$ cat src/rtl/fp_convert_seq.sv
// Sequential 12-bit two's-complement to 8-bit float {sign, exp[2:0], mant[3:0]} converter.
// Optional FPCONV_FAST_NORM_EN replaces the shift-per-cycle normalizer with a one-cycle priority encoder.
module fp_convert_seq #(
  parameter int MAX_SHIFT = 7
) (
  input  logic        clk,
  input  logic        rst,
  input  logic        in_valid,
  output logic        in_ready,
  input  logic [11:0] din,
  output logic        out_valid,
  input  logic        out_ready,
  output logic [7:0]  fp_out,
  output logic        busy
);

  typedef enum logic [2:0] {IDLE, ABS, NORM, ROUND, DONE} state_t;

  state_t      state, state_nxt;
  logic [11:0] din_q;
  logic        sgn;
  logic [10:0] v;
  logic [2:0]  ex;
  logic [7:0]  fp_q;

  logic [11:0] mag;
  logic [4:0]  mant_sum;
  logic        norm_done;

  assign mag      = din_q[11] ? (~din_q + 12'd1) : din_q;
  assign mant_sum = {1'b0, v[10:7]} + {4'b0000, v[6]};

`ifdef FPCONV_FAST_NORM_EN
  logic [2:0]  fexp;
  logic [10:0] fv;

  // Highest set bit in v[10:4] wins; bit p maps to exponent p-3.
  always_comb begin
    fexp = 3'd0;
    for (int i = 4; i <= 10; i++) begin
      if (v[i]) fexp = 3'(i - 3);
    end
    fv = v << (3'd7 - fexp);
  end
  assign norm_done = 1'b1;
`else
  assign norm_done = (ex == 3'd0) || v[10];
`endif

  always_ff @(posedge clk) begin
    if (rst) state <= IDLE;
    else     state <= state_nxt;
  end

  always_comb begin
    state_nxt = state;
    in_ready  = 1'b0;
    out_valid = 1'b0;
    busy      = 1'b1;
    case (state)
      IDLE: begin
        in_ready = 1'b1;
        busy     = 1'b0;
        if (in_valid) state_nxt = ABS;
      end
      ABS:   state_nxt = NORM;
      NORM:  if (norm_done) state_nxt = ROUND;
      ROUND: state_nxt = DONE;
      DONE: begin
        out_valid = 1'b1;
        if (out_ready) state_nxt = IDLE;
      end
      default: state_nxt = IDLE;
    endcase
  end

  always_ff @(posedge clk) begin
    if (rst) begin
      din_q <= 12'h000;
      sgn   <= 1'b0;
      v     <= 11'h000;
      ex    <= 3'd0;
      fp_q  <= 8'h00;
    end else begin
      case (state)
        IDLE: if (in_valid) din_q <= din;
        ABS: begin
          sgn <= din_q[11];
          // -2048 has no 11-bit magnitude; clamp it to the largest one.
          v   <= (din_q == 12'h800) ? 11'h7FF : mag[10:0];
          ex  <= 3'(MAX_SHIFT);
        end
        NORM: begin
`ifdef FPCONV_FAST_NORM_EN
          v  <= fv;
          ex <= fexp;
`else
          if (!norm_done) begin
            v  <= {v[9:0], 1'b0};
            ex <= ex - 3'd1;
          end
`endif
        end
        ROUND: begin
          if (mant_sum[4]) begin
            if (ex != 3'(MAX_SHIFT)) fp_q <= {sgn, ex + 3'd1, 4'b1000};
            else                     fp_q <= {sgn, 3'(MAX_SHIFT), 4'hF};
          end else begin
            fp_q <= {sgn, ex, mant_sum[3:0]};
          end
        end
        default: ;
      endcase
    end
  end

  assign fp_out = fp_q;

endmodule

$ cat config.mk
export PLATFORM = sky130hd
export DESIGN_NAME = fp_convert_seq
export DESIGN_NICKNAME = d
export VERILOG_FILES = /design/src/rtl/fp_convert_seq.sv
export SDC_FILE = /design/constraint.sdc
export NUM_CORES = 1
export LEC_CHECK = 0
export BUFFER_PORTS_ARGS = -buffer_cell sky130_fd_sc_hd__buf_2
export CAP_MARGIN = 20
export CORE_MARGIN = 2
export CORE_UTILIZATION = 45
export CTS_BUF_LIST = sky130_fd_sc_hd__clkbuf_2
export CTS_CLUSTER_DIAMETER = 80
export DETAILED_ROUTE_END_ITERATION = 8
export GPL_TIMING_DRIVEN = 0
export HOLD_SLACK_MARGIN = 0.03
export PLACE_DENSITY = 0.77
export SYNTH_ARGS = -nofsm -noshare
export SYNTH_HDL_FRONTEND = slang
export SYNTH_SLANG_ARGS = --single-unit
$ cat constraint.sdc
create_clock -name clk -period 1.7 [get_ports clk]
set_input_delay 0.34 -clock clk [delete_from_list [all_inputs] [get_ports clk]]
set_output_delay 0.34 -clock clk [all_outputs]
set_load 0.005 [all_outputs]
==> flow_summary.json, run 1 <==
{
  "status": "finished with violations",
  "h-tree-depth": 2,
  "setup_viol": 7,
  "io_buffers": 25,
  "cp-end-kind": "flop",
  "worst_slew_pin_slew_ps": 563,
  "ys_types": 44,
  "grt_pass1_wl_um": 8000,
  "crit_type": "reg -> reg",
  "fin_crit_ps": 1780,
  "p_int_w": 0.00156,
  "synth_top_cell_area_share_pct": 39.5,
  "netlist_instances": 243,
  "hold_start": "din[2]",
  "hold_viol_final": 0,
  "comb_power_share_pct": 31.3,
  "grt_util_all_layers_pct": 20.3,
  "fillCellCount": 332,
  "fp.dieArea_um2": 4820,
  "yosysMostFrequentCell": "nand2_1",
  "cts_made_buffers": 5,
  "drt_iter0_drc": 111,
  "whs_path_depth": 3,
  "rows": 23,
  "reg2reg_setup_slack_ps": -80,
  "critPathMaxFanout": 4,
  "synth-seq-cells": 38,
  "clock_skew_ps": 15.6,
  "worst-r2r-cell-count": 7,
  "synth_area_per_cell_um2": 7.92,
  "initial_core_util_pct": 47.4,
  "drive_above_1_share_pct": 32.7,
  "rsz0062_at_grt": "yes",
  "fp.dieH_um": 69.4,
  "synthesis.area_um2": 1920,
  "fin_util_pct": 62.8,
  "place_congestion": 0.878,
  "vias": 1947,
  "antenna_cells": 0,
  "holdPathEnd": "din_q[2]",
  "clk_pin_slew_ps": 200,
  "ios": 27,
  "arrival_ps": 2110,
  "stdcell_count": 347,
  "ys_top_cells_by_count": "nand2_1, dfxtp_1, a21oi_1",
  "p_seq_share_pct": 45.0,
  "vias_per_cell": 5.61,
  "wire_per_inst_um": 14.2,
  "worst_slack_ps": -81.8,
  "period_share_pct": 105,
  "power.density_nw_per_um2": 920,
  "place_inst": 318,
  "r2r_start": "din_q[0]",
  "synthArstFlopShare_pct": 0,
  "yosys.area.top_type": "dfxtp_1",
  "ir_worst_vdd_mv": 0.473,
  "required_ps": 2030,
  "slowest_stage": "dfxtp_4",
  "grt-ovfl-total": 0,
  "cts_root_buf": "clkbuf_2",
  "synth_seq_area_share_pct": 39.5,
  "slew_viol_final": 0,
  "cts_tree": "built",
  "power.static_leakage_nw": 1.04,
  "fin_total_pwr_w": 0.00235,
  "min_path_type": "in -> reg",
  "swShare_pct": 33.6,
  "cts_hold_buffers": 0,
  "fmax_mhz": 561,
  "synth_edf_count": 0,
  "path_cells": "inv_4, ha_4, nor4b_4, nor2b_4, a41o_1, a21oi_1, a221oi_1",
  "tns_ps": -246,
  "p_clk_share_pct": 23.6,
  "nets": 318,
  "max_stage_delay_ps": 400,
  "drc": 0,
  "violations": "setup timing",
  "crit_start": "din_q[0]",
  "ant_nets": 0,
  "die_w_um": 69.4,
  "syn_nets": 265,
  "startpoint_type": "flop",
  "synth.area.top_cells": "dfxtp_1, a21oi_1, nand2_1, ha_1, o21ai_0",
  "grt_pass1_vias": 1721,
  "grt_max_degree": 13,
  "slew_headroom_pct": 62.5,
  "drv_cap": 0,
  "dp_hpwl_um": 3090,
  "yosysWarnings": 0,
  "synth_ff_type": "dfxtp_1",
  "area.growth.synth_to_final_pct": 32.5,
  "antenna_found_initial": 0,
  "p_switching_w": 0.000788,
  "core_um2": 4060,
  "cts_buffer_depth": 2,
  "clock_latency_ps": 400,
  "wirelength_um": 4910,
  "cts_sinks": 38,
  "first_pass_iters": 4,
  "reg2reg_to": "v[9]"
}
==> state kept, by name, indices dropped and copies added (netlist names) <==
name,count
din_q,12
v,11
fp_out,8
ex,3
state,3
sgn,1
==> worst max-delay path, delay by kind of cell, from the launching register on <==
| family | cells | cell delay [ps] |
|---|---|---|
| buf+inv | 1 | 60 |
| simple gates | 2 | 580 |
| fa+ha+maj | 1 | 130 |
| compound gates | 3 | 550 |
| flops | 1 | 400 |
==> metal layers <==
layer / vias to the layer above / share of wire, % / routed length [um] / GRT usage (%)
met5: - / 0 / 0 / 0
met4: 0 / 2.5 / 122 / 8.28
met3: 12 / 5.0 / 246 / 5.52
met2: 54 / 49 / 2390 / 33.1
met1: 902 / 44 / 2160 / 25.3
li1: 979 / - / - / -
==> cells by family after synthesis <==
logic type,share of synthesized area [%]
buffers and inverters,5.46
AND/OR/NAND/NOR,24.6
adder cells (fa/ha/maj),3.90
flip-flops,39.5
AO/OA/AOI/OAI,24.7
XOR/XNOR,1.82
==> stage by stage <==
step	setup slack [ps]	hold slack, ps	cell area (um2)
after global routing	-202	114	2550
after CTS	-2.24	127	2400
after floorplan	-13.6	432	1940
after global placement	-207	437	2130
final	-81.8	151	2550
after detailed placement	-274	448	2130
==> timing repair <==
action,4_1_cts,5_1_grt
endpoints found under the setup margin,15,26
resized for setup,28,28
pin swaps,8,17
buffers inserted,16,6
gates cloned,0,0
==> power groups by stage <==
stage	logic (W)	clock network, W	registers [W]
after floorplan	0.000386	0	0.00105
after global placement	0.000490	0	0.00107
after detailed placement	0.000500	0	0.00107
after CTS	0.000614	0.000567	0.00105
after global routing	0.000808	0.000603	0.00107
final	0.000734	0.000555	0.00106
==> cell type report <==
class,count,area (um2),area share (%)
Buffer,12,55.1,2.16
Inverter,11,46.3,1.82
Clock buffer,5,25.0,0.981
Timing Repair Buffer,47,305,12.0
Multi-Input combinational cell,181,1230,48.2
Tap cell,50,62.6,2.45
Sequential cell,38,786,30.8
Clock inverter,3,40.0,1.57
==> layout by cell type (no fill, tap or decap), types with 6 or more instances in the layout <==
cell type  Yosys  routed
a21oi_1       33      32
a31oi_1        6       6
buf_2          0      25
buf_4          0      18
clkbuf_1      11       9
clkbuf_2       0       7
dfxtp_1       38      30
dfxtp_4        0       6
inv_1         11       9
nand2_1       42      41
nor2_1        16      15
nor3_1        11       8
o21ai_0       12      10
==> worst max path at each step <==
stage / endpoint / slack (ps) / depth (start not counted)
2_1_floorplan: v[3] / -10 / 7
3_3_place_gp: v[3] / -210 / 7
3_5_place_dp: v[2] / -270 / 7
4_1_cts: v[3] / -2 / 7
5_1_grt: v[9] / -200 / 7
6_report: v[9] / -80 / 7
(Power assumes the default switching activity.)
==> inputs of run 2 (changes only) <==
--- a/config.mk
+++ b/config.mk
@@ -14,7 +14,7 @@
 export DETAILED_ROUTE_END_ITERATION = 8
 export GPL_TIMING_DRIVEN = 0
 export HOLD_SLACK_MARGIN = 0.03
-export PLACE_DENSITY = 0.77
+export PLACE_DENSITY = 0.68
 export SYNTH_ARGS = -nofsm -noshare
 export SYNTH_HDL_FRONTEND = slang
 export SYNTH_SLANG_ARGS = --single-unit
==> run 2 against run 1 <==
Effect of this change:
- the flow still finishes with violations (setup timing)
- via count down 1.9%
- utilization down 2.4 points
- sequential share of layout area is 1.0 points higher
- critical path depth grew 1
- maximum frequency shrank 0.40%
- sequential cell count stayed put
- critical path type unchanged
- largest cell class unchanged
- largest power group unchanged
- highest routed layer unchanged
==> flow_summary.json, run 2 (synthesis results as in run 1) <==
{
  "drive_above_1_share_pct": 28.3,
  "ir_worst_vdd_mv": 0.586,
  "grt_util_all_layers_pct": 20.1,
  "rows": 23,
  "reg2reg_setup_slack_ps": -90,
  "cts_tree": "built",
  "required_ps": 1980,
  "ant_nets": 0,
  "fp.dieArea_um2": 4820,
  "core_um2": 4060,
  "vias_per_cell": 5.62,
  "stdcell_count": 340,
  "fp.dieH_um": 69.4,
  "power.density_nw_per_um2": 985,
  "setup_viol": 10,
  "period_share_pct": 105,
  "max_stage_delay_ps": 410,
  "grt_pass1_wl_um": 7940,
  "status": "finished with violations",
  "cts_sinks": 38,
  "startpoint_type": "flop",
  "area.growth.synth_to_final_pct": 27.5,
  "worst_slew_pin_slew_ps": 572,
  "crit_type": "reg -> reg",
  "critPathMaxFanout": 4,
  "cts_hold_buffers": 0,
  "drt_iter0_drc": 100,
  "seq_area_um2": 781,
  "clock_latency_ps": 410,
  "ios": 27,
  "place_inst": 318,
  "antenna_found_initial": 0,
  "cts_made_buffers": 5,
  "drc": 0,
  "fin_crit_ps": 1790,
  "clk_pin_slew_ps": 210,
  "grt_max_degree": 13,
  "fin_util_pct": 60.5,
  "cp-end-kind": "flop",
  "mostFrequentLayoutCells": "nand2_1, a21oi_1, dfxtp_1, buf_2, nor2_1",
  "slew_viol_final": 0,
  "initial_core_util_pct": 47.4,
  "wire_per_inst_um": 13.8,
  "place_ws_ps": -270,
  "fin_total_pwr_w": 0.00242,
  "rsz0062_at_grt": "yes",
  "fmax_mhz": 559,
  "cts_buffer_depth": 2,
  "first_pass_iters": 4,
  "grt_pass1_vias": 1699,
  "hold_viol_final": 0,
  "multiInputGateArea_um2": 1170,
  "h-tree-depth": 2,
  "drv_cap": 0,
  "violations": "setup timing",
  "antenna_cells": 0,
  "worst_slack_ps": -89.0,
  "io_buffers": 25,
  "cts_root_buf": "clkbuf_2",
  "power.static_leakage_nw": 0.991,
  "tns_ps": -362,
  "min_path_type": "in -> reg",
  "final_common_cell": "nand2_1",
  "nets": 311,
  "wirelength_um": 4690,
  "die_w_um": 69.4,
  "dp_hpwl_um": 3200,
  "clock_skew_ps": 22.9,
  "fillCellCount": 370,
  "path_cells": "inv_4, ha_4, nor4b_4, nor2b_4, buf_4, o211a_1, a2111oi_4, nor3_1",
  "vias": 1910,
  "grt-ovfl-total": 0,
  "place_congestion": 0.870,
  "slew_headroom_pct": 61.9,
  "arrival_ps": 2070,
  "largest_reg_flops": 12,
  "slowest_stage": "dfxtp_4",
  "largest_register": "din_q"
}
-- run 2: worst max-delay path: cells and delay by family (launching register included) --
family,cells,cell delay (ps)
AOI/OAI and AO/OA,2,550
adders and majority gates,1,150
and+or+nand+nor,3,360
DFF,1,410
buffers and inverters,2,200
-- run 2: where the power goes --
group	internal [W]	switching (W)	leakage, nW
registers	0.000970	0.0000844	0.315
logic	0.000302	0.000354	0.625
clock network	0.000392	0.000314	0.0506
total	0.00166	0.000752	0.991
-- run 2: final timing paths --
check                                from        end  cells after the start
worst max-delay path             din_q[1]       v[6]                      8
worst min-delay path              din[10]  din_q[10]                      3
worst max register to register   din_q[1]       v[6]                      8
worst min register to register  fp_out[5]  fp_out[5]                      2
-- run 2: area by class of cell --
class	count	share of cell area [%]
Timing Repair Buffer	40	9.99
Multi-Input combinational cell	181	47.7
Clock buffer	5	1.02
Clock inverter	3	2.60
Inverter	11	1.78
Sequential cell	38	31.8
Buffer	12	2.55
Tap cell	50	2.55
-- run 2: what timing repair did --
action,CTS,global route
buffers inserted,11,4
resized for setup,26,11
hold endpoints to repair,0,0
setup endpoints to repair,16,27
pin swaps,13,0
-- run 2: through the flow --
stage,instance area (um2),hold WS [ps]
6_report,2450,131
5_1_grt,2450,107
4_1_cts,2390,118
3_5_place_dp,2130,444
3_3_place_gp,2130,436
2_1_floorplan,1940,432
-- run 2: metal layers --
metal	vias to the layer above	global-route usage (%)	part of all wire [%]
met5	-	0	0
met4	0	8.06	1.7
met3	9	5.23	5.2
met2	61	31.7	46
met1	878	26.2	47
li1	962	-	-
==> inputs of run 3 (changes only) <==
--- a/config.mk
+++ b/config.mk
@@ -15,6 +15,8 @@
 export GPL_TIMING_DRIVEN = 0
 export HOLD_SLACK_MARGIN = 0.03
 export PLACE_DENSITY = 0.68
+export RECOVER_POWER = 50
+export REMOVE_ABC_BUFFERS = 1
 export SYNTH_ARGS = -nofsm -noshare
 export SYNTH_HDL_FRONTEND = slang
 export SYNTH_SLANG_ARGS = --single-unit
==> run 3 against run 2 <==
Effect of this change:
- the flow still finishes with violations (setup timing)
- cell area rose by 0.51%
- maximum frequency rose by 3.0%
- global-route usage fell by 0.58 points
- clock power fell by 44%
- cell count did not move
- critical endpoint is now v[9]
- clock skew fell by 14 ps
- register-to-register slack improved by 50 ps
- power fell by 9.8%
- count of clock-buffer cells in the layout rose by 2
==> flow_summary.json, run 3 (synthesis results as in run 1) <==
{
  "h-tree-depth": 2,
  "nets": 312,
  "fin_crit_ps": 1740,
  "fp.dieArea_um2": 4820,
  "drive_above_1_share_pct": 33.1,
  "fin_total_pwr_w": 0.00218,
  "final_common_cell": "nand2_1",
  "drc": 0,
  "p_seq_share_pct": 48.8,
  "p_switching_w": 0.000747,
  "slew_viol_final": 0,
  "worst_slack_ps": -37.4,
  "area.growth.synth_to_final_pct": 28.2,
  "clk_pin_slew_ps": 180,
  "largest_register": "din_q",
  "antenna_found_initial": 0,
  "tns_ps": -101,
  "arrival_ps": 2060,
  "io_buffers": 26,
  "rows": 23,
  "cp-end-kind": "flop",
  "ir_worst_vdd_mv": 0.579,
  "grt_pass1_wl_um": 7810,
  "crit_type": "reg -> reg",
  "cts_sinks": 38,
  "slew_headroom_pct": 56.3,
  "largest_reg_flops": 12,
  "worst_slew_pin_slew_ps": 655,
  "fp.dieH_um": 69.4,
  "period_share_pct": 102,
  "drv_cap": 0,
  "p_clk_share_pct": 18.2,
  "wire_per_inst_um": 14.2,
  "swShare_pct": 34.3,
  "cts_made_buffers": 5,
  "comb_power_share_pct": 33.0,
  "grt-ovfl-total": 0,
  "place_inst": 306,
  "hold_viol_final": 0,
  "setup_viol": 5,
  "fin_util_pct": 60.8,
  "cts_tree": "built",
  "first_pass_iters": 4,
  "cts_buffer_depth": 2,
  "grt_util_all_layers_pct": 19.6,
  "startpoint_type": "flop",
  "die_w_um": 69.4,
  "violations": "setup timing",
  "vias_per_cell": 5.60,
  "grt_pass1_vias": 1711,
  "critPathMaxFanout": 7,
  "rsz0062_at_grt": "yes",
  "status": "finished with violations",
  "drt_iter0_drc": 74,
  "core_um2": 4060,
  "stdcell_count": 340,
  "antenna_cells": 0,
  "cts_root_buf": "clkbuf_2",
  "mostFrequentLayoutCells": "nand2_1, a21oi_1, dfxtp_1, buf_2, buf_4",
  "initial_core_util_pct": 47.4,
  "fillCellCount": 385,
  "wirelength_um": 4830,
  "vias": 1904,
  "grt_max_degree": 35,
  "p_int_w": 0.00143,
  "power.density_nw_per_um2": 883,
  "clock_latency_ps": 390,
  "place_congestion": 0.819,
  "power.static_leakage_nw": 1.02,
  "seq_area_um2": 779,
  "fmax_mhz": 576,
  "ios": 27,
  "ant_nets": 0,
  "required_ps": 2020,
  "multiInputGateArea_um2": 1200,
  "min_path_type": "in -> reg",
  "place_ws_ps": -422,
  "clock_skew_ps": 8.92,
  "cts_hold_buffers": 0,
  "dp_hpwl_um": 2900
}
==> run 3: changes by cell type in the layout (fill, tap and decap cells not counted), sizes merged <==
cell / previous run / this run
buf: 42 / 49
clkbuf: 15 / 10
bufinv: 2 / 0
clkinv: 1 / 0
or2b: 1 / 2
==> run 3: area by class of cell <==
cell class | count | share of cell area [%]
multi-input cells | 182 | 48.5
flip-flops and latches | 38 | 31.6
repair buffers | 52 | 14.1
well taps | 50 | 2.54
inverters | 11 | 1.88
clock buffers | 7 | 1.42
==> run 3: worst max-delay path, stage by stage, from the launching register on <==
cell and delay [ps]:
dfxtp_2 390, or3_1 430, nor4_2 240, a21oi_1 170, xnor2_1 180, a221oi_2 270
==> run 3: path summary, 6_finish.rpt <==
| path | cells after the start | slack [ps] | to | from |
|---|---|---|---|---|
| worst max-delay path | 5 | -40 | v[9] | din_q[2] |
| worst max register to register | 5 | -40 | v[9] | din_q[2] |
| worst min register to register | 2 | 460 | fp_out[5] | fp_out[5] |
| worst min-delay path | 3 | 160 | din_q[8] | din[8] |
==> run 3: per-stage QoR <==
| stage | hold slack [ps] | instance area (um2) |
|---|---|---|
| 2_1_floorplan | 405 | 1860 |
| 3_3_place_gp | 437 | 2050 |
| 3_5_place_dp | 441 | 2050 |
| 4_1_cts | 150 | 2360 |
| 5_1_grt | 154 | 2470 |
| 6_report | 158 | 2470 |
==> run 3: routing by layer <==
layer  track usage [%]  vias to the layer above  wire [um]
li1                  -                      966          -
met1              25.1                      887       2340
met2              33.4                       39       2240
met3              3.49                       12        146
met4              5.88                        0        108
met5                 0                        -          0
==> run 3: power by group through the flow <==
| stage | clock [W] | sequential, W | combinational (W) |
|---|---|---|---|
| after floorplan | 0 | 0.00105 | 0.000338 |
| after global placement | 0 | 0.00107 | 0.000451 |
| after detailed placement | 0 | 0.00108 | 0.000455 |
| after CTS | 0.000401 | 0.00106 | 0.000616 |
| after global routing | 0.000433 | 0.00107 | 0.000792 |
| final | 0.000396 | 0.00106 | 0.000719 |
==> run 3: what timing repair did <==
item | in CTS | in global routing
gates resized for setup | 38 | 16
pin swaps | 12 | 9
buffers inserted | 18 | 9
setup endpoints to repair | 14 | 17
gates cloned | 1 | 0
